File: src/rtl/path_delay_pkg.sv
// ----------------------------------------------------------------------------
// path_delay_pkg
// Shared types for the path_delay_sched block.
//   level_t  : output level of the driven path (0, 1, high-Z)
//   state_t  : scheduler state (IDLE / PEND)
//   to_level : maps a requested (value, output-enable) pair onto a level_t
// Optional feature macro used by the block: PATH_DELAY_GLITCH_CNT_EN
// ----------------------------------------------------------------------------
package path_delay_pkg;

    typedef enum logic [1:0] {
        L0 = 2'b00,
        L1 = 2'b01,
        LZ = 2'b10
    } level_t;

    typedef enum logic {
        IDLE,
        PEND
    } state_t;

    function automatic level_t to_level(input logic val, input logic oe);
        if (!oe) begin
            return LZ;
        end
        return val ? L1 : L0;
    endfunction

endpackage

File: src/rtl/path_delay_sched_if.sv
// ----------------------------------------------------------------------------
// path_delay_sched_if
// Groups the request side (c_val, c_oe) and the driven side (q_val, q_oe,
// busy) of the path delay scheduler.
//   master : stimulus / upstream logic, drives c_val and c_oe
//   slave  : path_delay_sched, drives q_val, q_oe, busy
// With PATH_DELAY_GLITCH_CNT_EN defined, the slave also drives glitch_cnt[15:0].
// ----------------------------------------------------------------------------
interface path_delay_sched_if;

    logic c_val;
    logic c_oe;
    logic q_val;
    logic q_oe;
    logic busy;

`ifdef PATH_DELAY_GLITCH_CNT_EN
    logic [15:0] glitch_cnt;

    modport master (
        output c_val, c_oe,
        input  q_val, q_oe, busy, glitch_cnt
    );

    modport slave (
        input  c_val, c_oe,
        output q_val, q_oe, busy, glitch_cnt
    );
`else
    modport master (
        output c_val, c_oe,
        input  q_val, q_oe, busy
    );

    modport slave (
        input  c_val, c_oe,
        output q_val, q_oe, busy
    );
`endif

endinterface

File: src/rtl/path_delay_sel.sv
// ----------------------------------------------------------------------------
// path_delay_sel
// Combinational delay lookup for a transition between two output levels.
// Ports:
//   from_lvl [level_t] in  : current output level
//   to_lvl   [level_t] in  : requested output level
//   delay    [DW-1:0]  out : transition delay in cycles (0 when from == to)
// Parameters: DW plus the six per-transition delays T01..TZ0.
// ----------------------------------------------------------------------------
module path_delay_sel
    import path_delay_pkg::*;
#(
    parameter int unsigned DW  = 8,
    parameter int unsigned T01 = 12,
    parameter int unsigned T10 = 16,
    parameter int unsigned T0Z = 13,
    parameter int unsigned TZ1 = 10,
    parameter int unsigned T1Z = 14,
    parameter int unsigned TZ0 = 34
) (
    input  level_t          from_lvl,
    input  level_t          to_lvl,
    output logic [DW-1:0]   delay
);

    always_comb begin
        delay = '0;
        case (from_lvl)
            L0: begin
                case (to_lvl)
                    L1:      delay = DW'(T01);
                    LZ:      delay = DW'(T0Z);
                    default: delay = '0;
                endcase
            end
            L1: begin
                case (to_lvl)
                    L0:      delay = DW'(T10);
                    LZ:      delay = DW'(T1Z);
                    default: delay = '0;
                endcase
            end
            LZ: begin
                case (to_lvl)
                    L0:      delay = DW'(TZ0);
                    L1:      delay = DW'(TZ1);
                    default: delay = '0;
                endcase
            end
            default: delay = '0;
        endcase
    end

endmodule

File: src/rtl/path_delay_sched.sv
// ----------------------------------------------------------------------------
// path_delay_sched
// Cycle-based driver for a C->Q module path with transition-dependent,
// inertial (pulse-rejecting) delays over the levels 0, 1 and Z.
// Ports:
//   clk  in  : clock, rising edge
//   rst  in  : synchronous active-high reset
//   bus  slave modport of path_delay_sched_if:
//     c_val, c_oe in  : requested value / output enable (c_oe=0 requests Z)
//     q_val       out : current value, 0 whenever q_oe=0
//     q_oe        out : current output enable (0 = Z)
//     busy        out : a transition is pending
//     glitch_cnt  out : [15:0] saturating count of cancelled transitions,
//                       present only with PATH_DELAY_GLITCH_CNT_EN defined
// ----------------------------------------------------------------------------
module path_delay_sched
    import path_delay_pkg::*;
#(
    parameter int unsigned DW  = 8,
    parameter int unsigned T01 = 12,
    parameter int unsigned T10 = 16,
    parameter int unsigned T0Z = 13,
    parameter int unsigned TZ1 = 10,
    parameter int unsigned T1Z = 14,
    parameter int unsigned TZ0 = 34
) (
    input  logic               clk,
    input  logic               rst,
    path_delay_sched_if.slave  bus
);

    localparam logic [DW-1:0] CNT_ONE = DW'(1);

    level_t          target;
    level_t          q_level;
    level_t          pend_target;
    state_t          state;
    logic [DW-1:0]   cnt;
    logic [DW-1:0]   dly;

    assign target = to_level(bus.c_val, bus.c_oe);

    // Delay is always measured from the level actually being driven, so a
    // single lookup serves both the initial schedule and a retarget.
    path_delay_sel #(
        .DW  (DW),
        .T01 (T01),
        .T10 (T10),
        .T0Z (T0Z),
        .TZ1 (TZ1),
        .T1Z (T1Z),
        .TZ0 (TZ0)
    ) u_sel (
        .from_lvl (q_level),
        .to_lvl   (target),
        .delay    (dly)
    );

`ifdef PATH_DELAY_GLITCH_CNT_EN
    logic [15:0] glitch_cnt;
    assign bus.glitch_cnt = glitch_cnt;
`endif

    // cnt holds the number of PEND edges still to go; the edge seeing cnt==1
    // is edge k+D, where the pending level is applied. Maturity takes
    // priority over any new request arriving on that same edge.
    always_ff @(posedge clk) begin
        if (rst) begin
            q_level     <= LZ;
            pend_target <= LZ;
            state       <= IDLE;
            cnt         <= '0;
`ifdef PATH_DELAY_GLITCH_CNT_EN
            glitch_cnt  <= '0;
`endif
        end else begin
            case (state)
                IDLE: begin
                    if (target != q_level) begin
                        pend_target <= target;
                        if (dly == '0) begin
                            q_level <= target;
                        end else begin
                            state <= PEND;
                            cnt   <= dly;
                        end
                    end
                end
                PEND: begin
                    if (cnt <= CNT_ONE) begin
                        q_level <= pend_target;
                        state   <= IDLE;
                        if (cnt != '0) begin
                            cnt <= cnt - CNT_ONE;
                        end
                    end else if (target == pend_target) begin
                        cnt <= cnt - CNT_ONE;
                    end else if (target == q_level) begin
                        // Request fell back to the driven level: pulse rejected.
                        state <= IDLE;
                        cnt   <= '0;
`ifdef PATH_DELAY_GLITCH_CNT_EN
                        if (glitch_cnt != 16'hFFFF) begin
                            glitch_cnt <= glitch_cnt + 16'd1;
                        end
`endif
                    end else begin
                        // Third level requested: restart timing from this edge.
                        pend_target <= target;
                        if (dly == '0) begin
                            q_level <= target;
                            state   <= IDLE;
                            cnt     <= '0;
                        end else begin
                            cnt <= dly;
                        end
                    end
                end
                default: begin
                    state <= IDLE;
                    cnt   <= '0;
                end
            endcase
        end
    end

    assign bus.busy  = (state == PEND);
    assign bus.q_oe  = (q_level != LZ);
    assign bus.q_val = (q_level == L1);

endmodule

File: src/flat_wrapper.sv
// flat-port wrapper written by rule: the top's interface ports become plain ports
module path_delay_sched_flat import path_delay_pkg::*;
#(
    parameter int unsigned DW  = 8,
    parameter int unsigned T01 = 12,
    parameter int unsigned T10 = 16,
    parameter int unsigned T0Z = 13,
    parameter int unsigned TZ1 = 10,
    parameter int unsigned T1Z = 14,
    parameter int unsigned TZ0 = 34
)
  (clk, rst, bus_c_val, bus_c_oe, bus_q_val, bus_q_oe, bus_busy);
  path_delay_sched_if bus_i ();
  input  logic clk;
  input  logic rst;
  input wire logic [$bits(bus_i.c_val)-1:0] bus_c_val;
  input wire logic [$bits(bus_i.c_oe)-1:0] bus_c_oe;
  output wire logic [$bits(bus_i.q_val)-1:0] bus_q_val;
  output wire logic [$bits(bus_i.q_oe)-1:0] bus_q_oe;
  output wire logic [$bits(bus_i.busy)-1:0] bus_busy;
  assign bus_i.c_val = bus_c_val;
  assign bus_i.c_oe = bus_c_oe;
  assign bus_q_val = bus_i.q_val;
  assign bus_q_oe = bus_i.q_oe;
  assign bus_busy = bus_i.busy;
  path_delay_sched #(.DW(DW), .T01(T01), .T10(T10), .T0Z(T0Z), .TZ1(TZ1), .T1Z(T1Z), .TZ0(TZ0)) u_core (.clk(clk), .rst(rst), .bus(bus_i));
endmodule
File: config.mk
export PLATFORM = sky130hd
export DESIGN_NAME = path_delay_sched_flat
export DESIGN_NICKNAME = d
export VERILOG_FILES = /design/src/rtl/path_delay_pkg.sv /design/src/rtl/path_delay_sched_if.sv /design/src/rtl/path_delay_sel.sv /design/src/rtl/path_delay_sched.sv /design/src/flat_wrapper.sv
export SDC_FILE = /design/constraint.sdc
export NUM_CORES = 1
export LEC_CHECK = 0
export BUFFER_PORTS_ARGS = -buffer_cell sky130_fd_sc_hd__buf_2
export CAP_MARGIN = 10
export CORE_ASPECT_RATIO = 0.7
export CORE_MARGIN = 2
export CORE_UTILIZATION = 50
export DETAILED_ROUTE_END_ITERATION = 10
export MAX_ROUTING_LAYER = met4
export PLACE_DENSITY_LB_ADDON = 0.25
export REMOVE_ABC_BUFFERS = 1
export SLEW_MARGIN = 40
export SYNTH_ARGS = -nofsm -noshare
export SYNTH_HDL_FRONTEND = slang
export SYNTH_SLANG_ARGS = --single-unit
File: constraint.sdc
create_clock -name clk -period 2.3 [get_ports clk]
set_clock_uncertainty 0.1 [all_clocks]
set_input_delay 0.115 -clock clk [delete_from_list [all_inputs] [get_ports clk]]
set_output_delay 0.115 -clock clk [all_outputs]
set_load 0.02 [all_outputs]
==> metrics.txt <==
total gr overflow 0; # port buffers 6; reg2reg start u_core.cnt[0]; fillers 182; worst hold path startpoint rst; GP Congestion 0.8741; Seq pwr share 0.257; DP Wirelength 1599 µm; Post-synth ARST share 0; final WL 2197 µm; run status finished, final reports clean; area share of the largest cell type after synthesis 0.2456; top post-synthesis cells by area dfxtp_1 25%, o32ai_2 7.7%, nand3_1 3.8%; largest net degree at the start of global routing 17; most common cell in the netlist dfxtp_1; Vias/cell 6.210; Ys Warns 0; Worst Path Max Fanout 14; crit-path cells inv_1 > ha_1 > o2111ai_4 > nand2_4 > or4_1 > a31oi_1; first-pass GRT wire length 3539 µm; clk sinks 13; Max-Cap Viols 0; register area share after synthesis 0.2456; Hold Path Class input port to flop; drt initial violations 35; actual slew at the worst max-slew pin 689.0 ps; Hold Path End u_core.pend_target[0]; Post-synth top flop dfxtp_1; Max Slew Vio Count 0; Cell variety after synth 49; Yosys reg bits 13; post_cts resized 0; area of the die 2510 µm²; area leader, netlist dfxtp_1; Int Power 0.8402 mW; syn avg cell area 8.981 µm²; die span in x 59.03 µm; Cell Rows 13; min Tclk post-route 2079 ps; initial antenna violation count 0; initial cell density of the core 0.5522; vias in the first global route 721; Final Hold Fails 0; nets@finish 128; CTS Hold Buffers Added 0; Syn Std Cell Area 1060 µm²; layout cells sized above 1 0.2397; Critical Path Start Type flop; Leak Pwr 0.4263 nW; clk_lat worst skew 290 ps; IO Pins 7; WP buf/inv 1; Post-CTS Setup Bufs 0; placed insts 139; Sw Share 0.4999; worst hold margin 80.23 ps; Worst Hold Depth 2; critical path's slowest cell or4_1; CTS Buf Count 3; Syn-to-layout area delta 2.597%; DR pass1 iterations 4; WP depth 6; Antenna Cells 0; Setup TNS Final 0 ps; CTS Buffer Depth 2; DRC 0; EDFF count, synth 0; CTS root buf clkbuf_4; r2r setup slk 220 ps; CP delay by family, top simple AND/OR/NAND/NOR gates; Layout Cells excl Fill 143; Max stage delay on crit path 430 ps; relative slew slack 0.5364; Die Ht 42.52 µm; antenna-violating nets left 0; combinational share of power 0.651; worst reg2reg path endpoint u_core.cnt[0]; final period utilization 0.9040; WS Path Type flop to flop; Cell Pwr Density 1545 nW/µm²; Tot GR Track Use 0.1943; CTS tree yes; CP required 2420 ps; Wirelength per Cell 15.36 µm; vias post-DR 888; leading post-synthesis cells by instance count 13 x dfxtp_1, 10 x inv_1, 10 x nand2_1; H-tree depth 1; P_sw 0.8399 mW; Worst IR Drop VDD 0.0007223 V; clock power share 0.093; worst reg-to-reg path cell count 6; Core Region 1919 µm²; FMAX 0.4810 GHz; Crit. End Element flop; RSZ-0062 raised after global routing false; clk slew on worst S/H paths 100 ps; Mapped Cells 118; WP data arrival 2200 ps; Final setup viols 0
layer usage:
| layer | GRT usage | up-vias | share of wire |
|---|---|---|---|
| met5 | - | - | 0 |
| met4 | 0.04091 | 0 | 0.0077 |
| met3 | 0.06481 | 4 | 0.079 |
| met2 | 0.2400 | 43 | 0.41 |
| met1 | 0.2963 | 403 | 0.50 |
| li1 | - | 438 | - |
per-stage QoR:
step                  util  total power [mW]  instance area, µm²  worst slack, ps
global route        0.5665             1.817                1087            85.21
finish              0.5665             1.680                1087            220.8
floorplan                -             1.304                1002            435.6
CTS                 0.5665             1.676                1087            215.0
global placement    0.5522             1.492                1060            294.6
detailed placement  0.5522             1.509                1060            241.8
layout make-up:
| class | count | area, µm² | area share |
|---|---|---|---|
| Tap cell | 22 | 27.53 | 0.02532 |
| Multi-Input combinational cell | 87 | 700.7 | 0.6444 |
| Timing Repair Buffer | 6 | 30.03 | 0.02762 |
| Clock inverter | 1 | 5.005 | 0.004603 |
| Inverter | 11 | 41.29 | 0.03797 |
| Clock buffer | 3 | 22.52 | 0.02071 |
| Sequential cell | 13 | 260.3 | 0.2394 |
sequential cells by signal, summed over array words and instances, names as in the netlist:
register	cells
u_core.cnt	8
u_core.q_level	2
u_core.pend_target	2
u_core.bus.busy	1
cell usage in the layout, fill, tap and decap left out, types with 2 or more instances in the layout:
master    Yosys  routed
inv_1        10      10
a31oi_1       3       3
xnor2_1       3       3
a22oi_1       2       2
o32ai_2       5       5
dfxtp_1      13      13
clkbuf_4      0       3
buf_2         1       6
nand3_1       8       8
nor2b_1       2       2
nor2_1        7       7
nand2_1      10      10
ha_1          2       2
a21oi_1       6       6
or3_1         2       2
nand3b_1      3       3
mux2i_1       2       2
a21oi_2       3       3
nand2b_1      3       3
worst max-delay path by stage:
stage                    endpoint     startpoint
global route        u_core.cnt[0]  u_core.cnt[0]
global placement    u_core.cnt[0]  u_core.cnt[0]
finish              u_core.cnt[0]  u_core.cnt[0]
detailed placement  u_core.cnt[0]  u_core.cnt[0]
CTS                 u_core.cnt[0]  u_core.cnt[0]
floorplan           u_core.cnt[0]  u_core.cnt[0]
power by group through the flow:
stage                     combinational (mW)  sequential (mW)  clock [mW]
after floorplan                        0.888            0.415           0
after global placement                  1.06            0.431           0
after detailed placement                1.08            0.433           0
after CTS                               1.09            0.428       0.160
after global routing                    1.20            0.444       0.171
final                                   1.09            0.431       0.156
logic make-up after synthesis:
logic type / after synthesis / synth area share
adders and majority gates: 2 / 0.02361
and+or+nand+nor: 46 / 0.2716
AOI/OAI and AO/OA: 31 / 0.2869
DFF: 13 / 0.2456
muxes: 5 / 0.05430
xor gates and xnor gates: 3 / 0.02480
buffers and inverters: 18 / 0.09327
worst register-to-register path, cell delays in order (launching register included):
cell	delay, ps
dfxtp_1	410
inv_1	80
ha_1	310
o2111ai_4	340
nand2_4	200
or4_1	430
a31oi_1	150
Power figures use the tool's default switching activity.
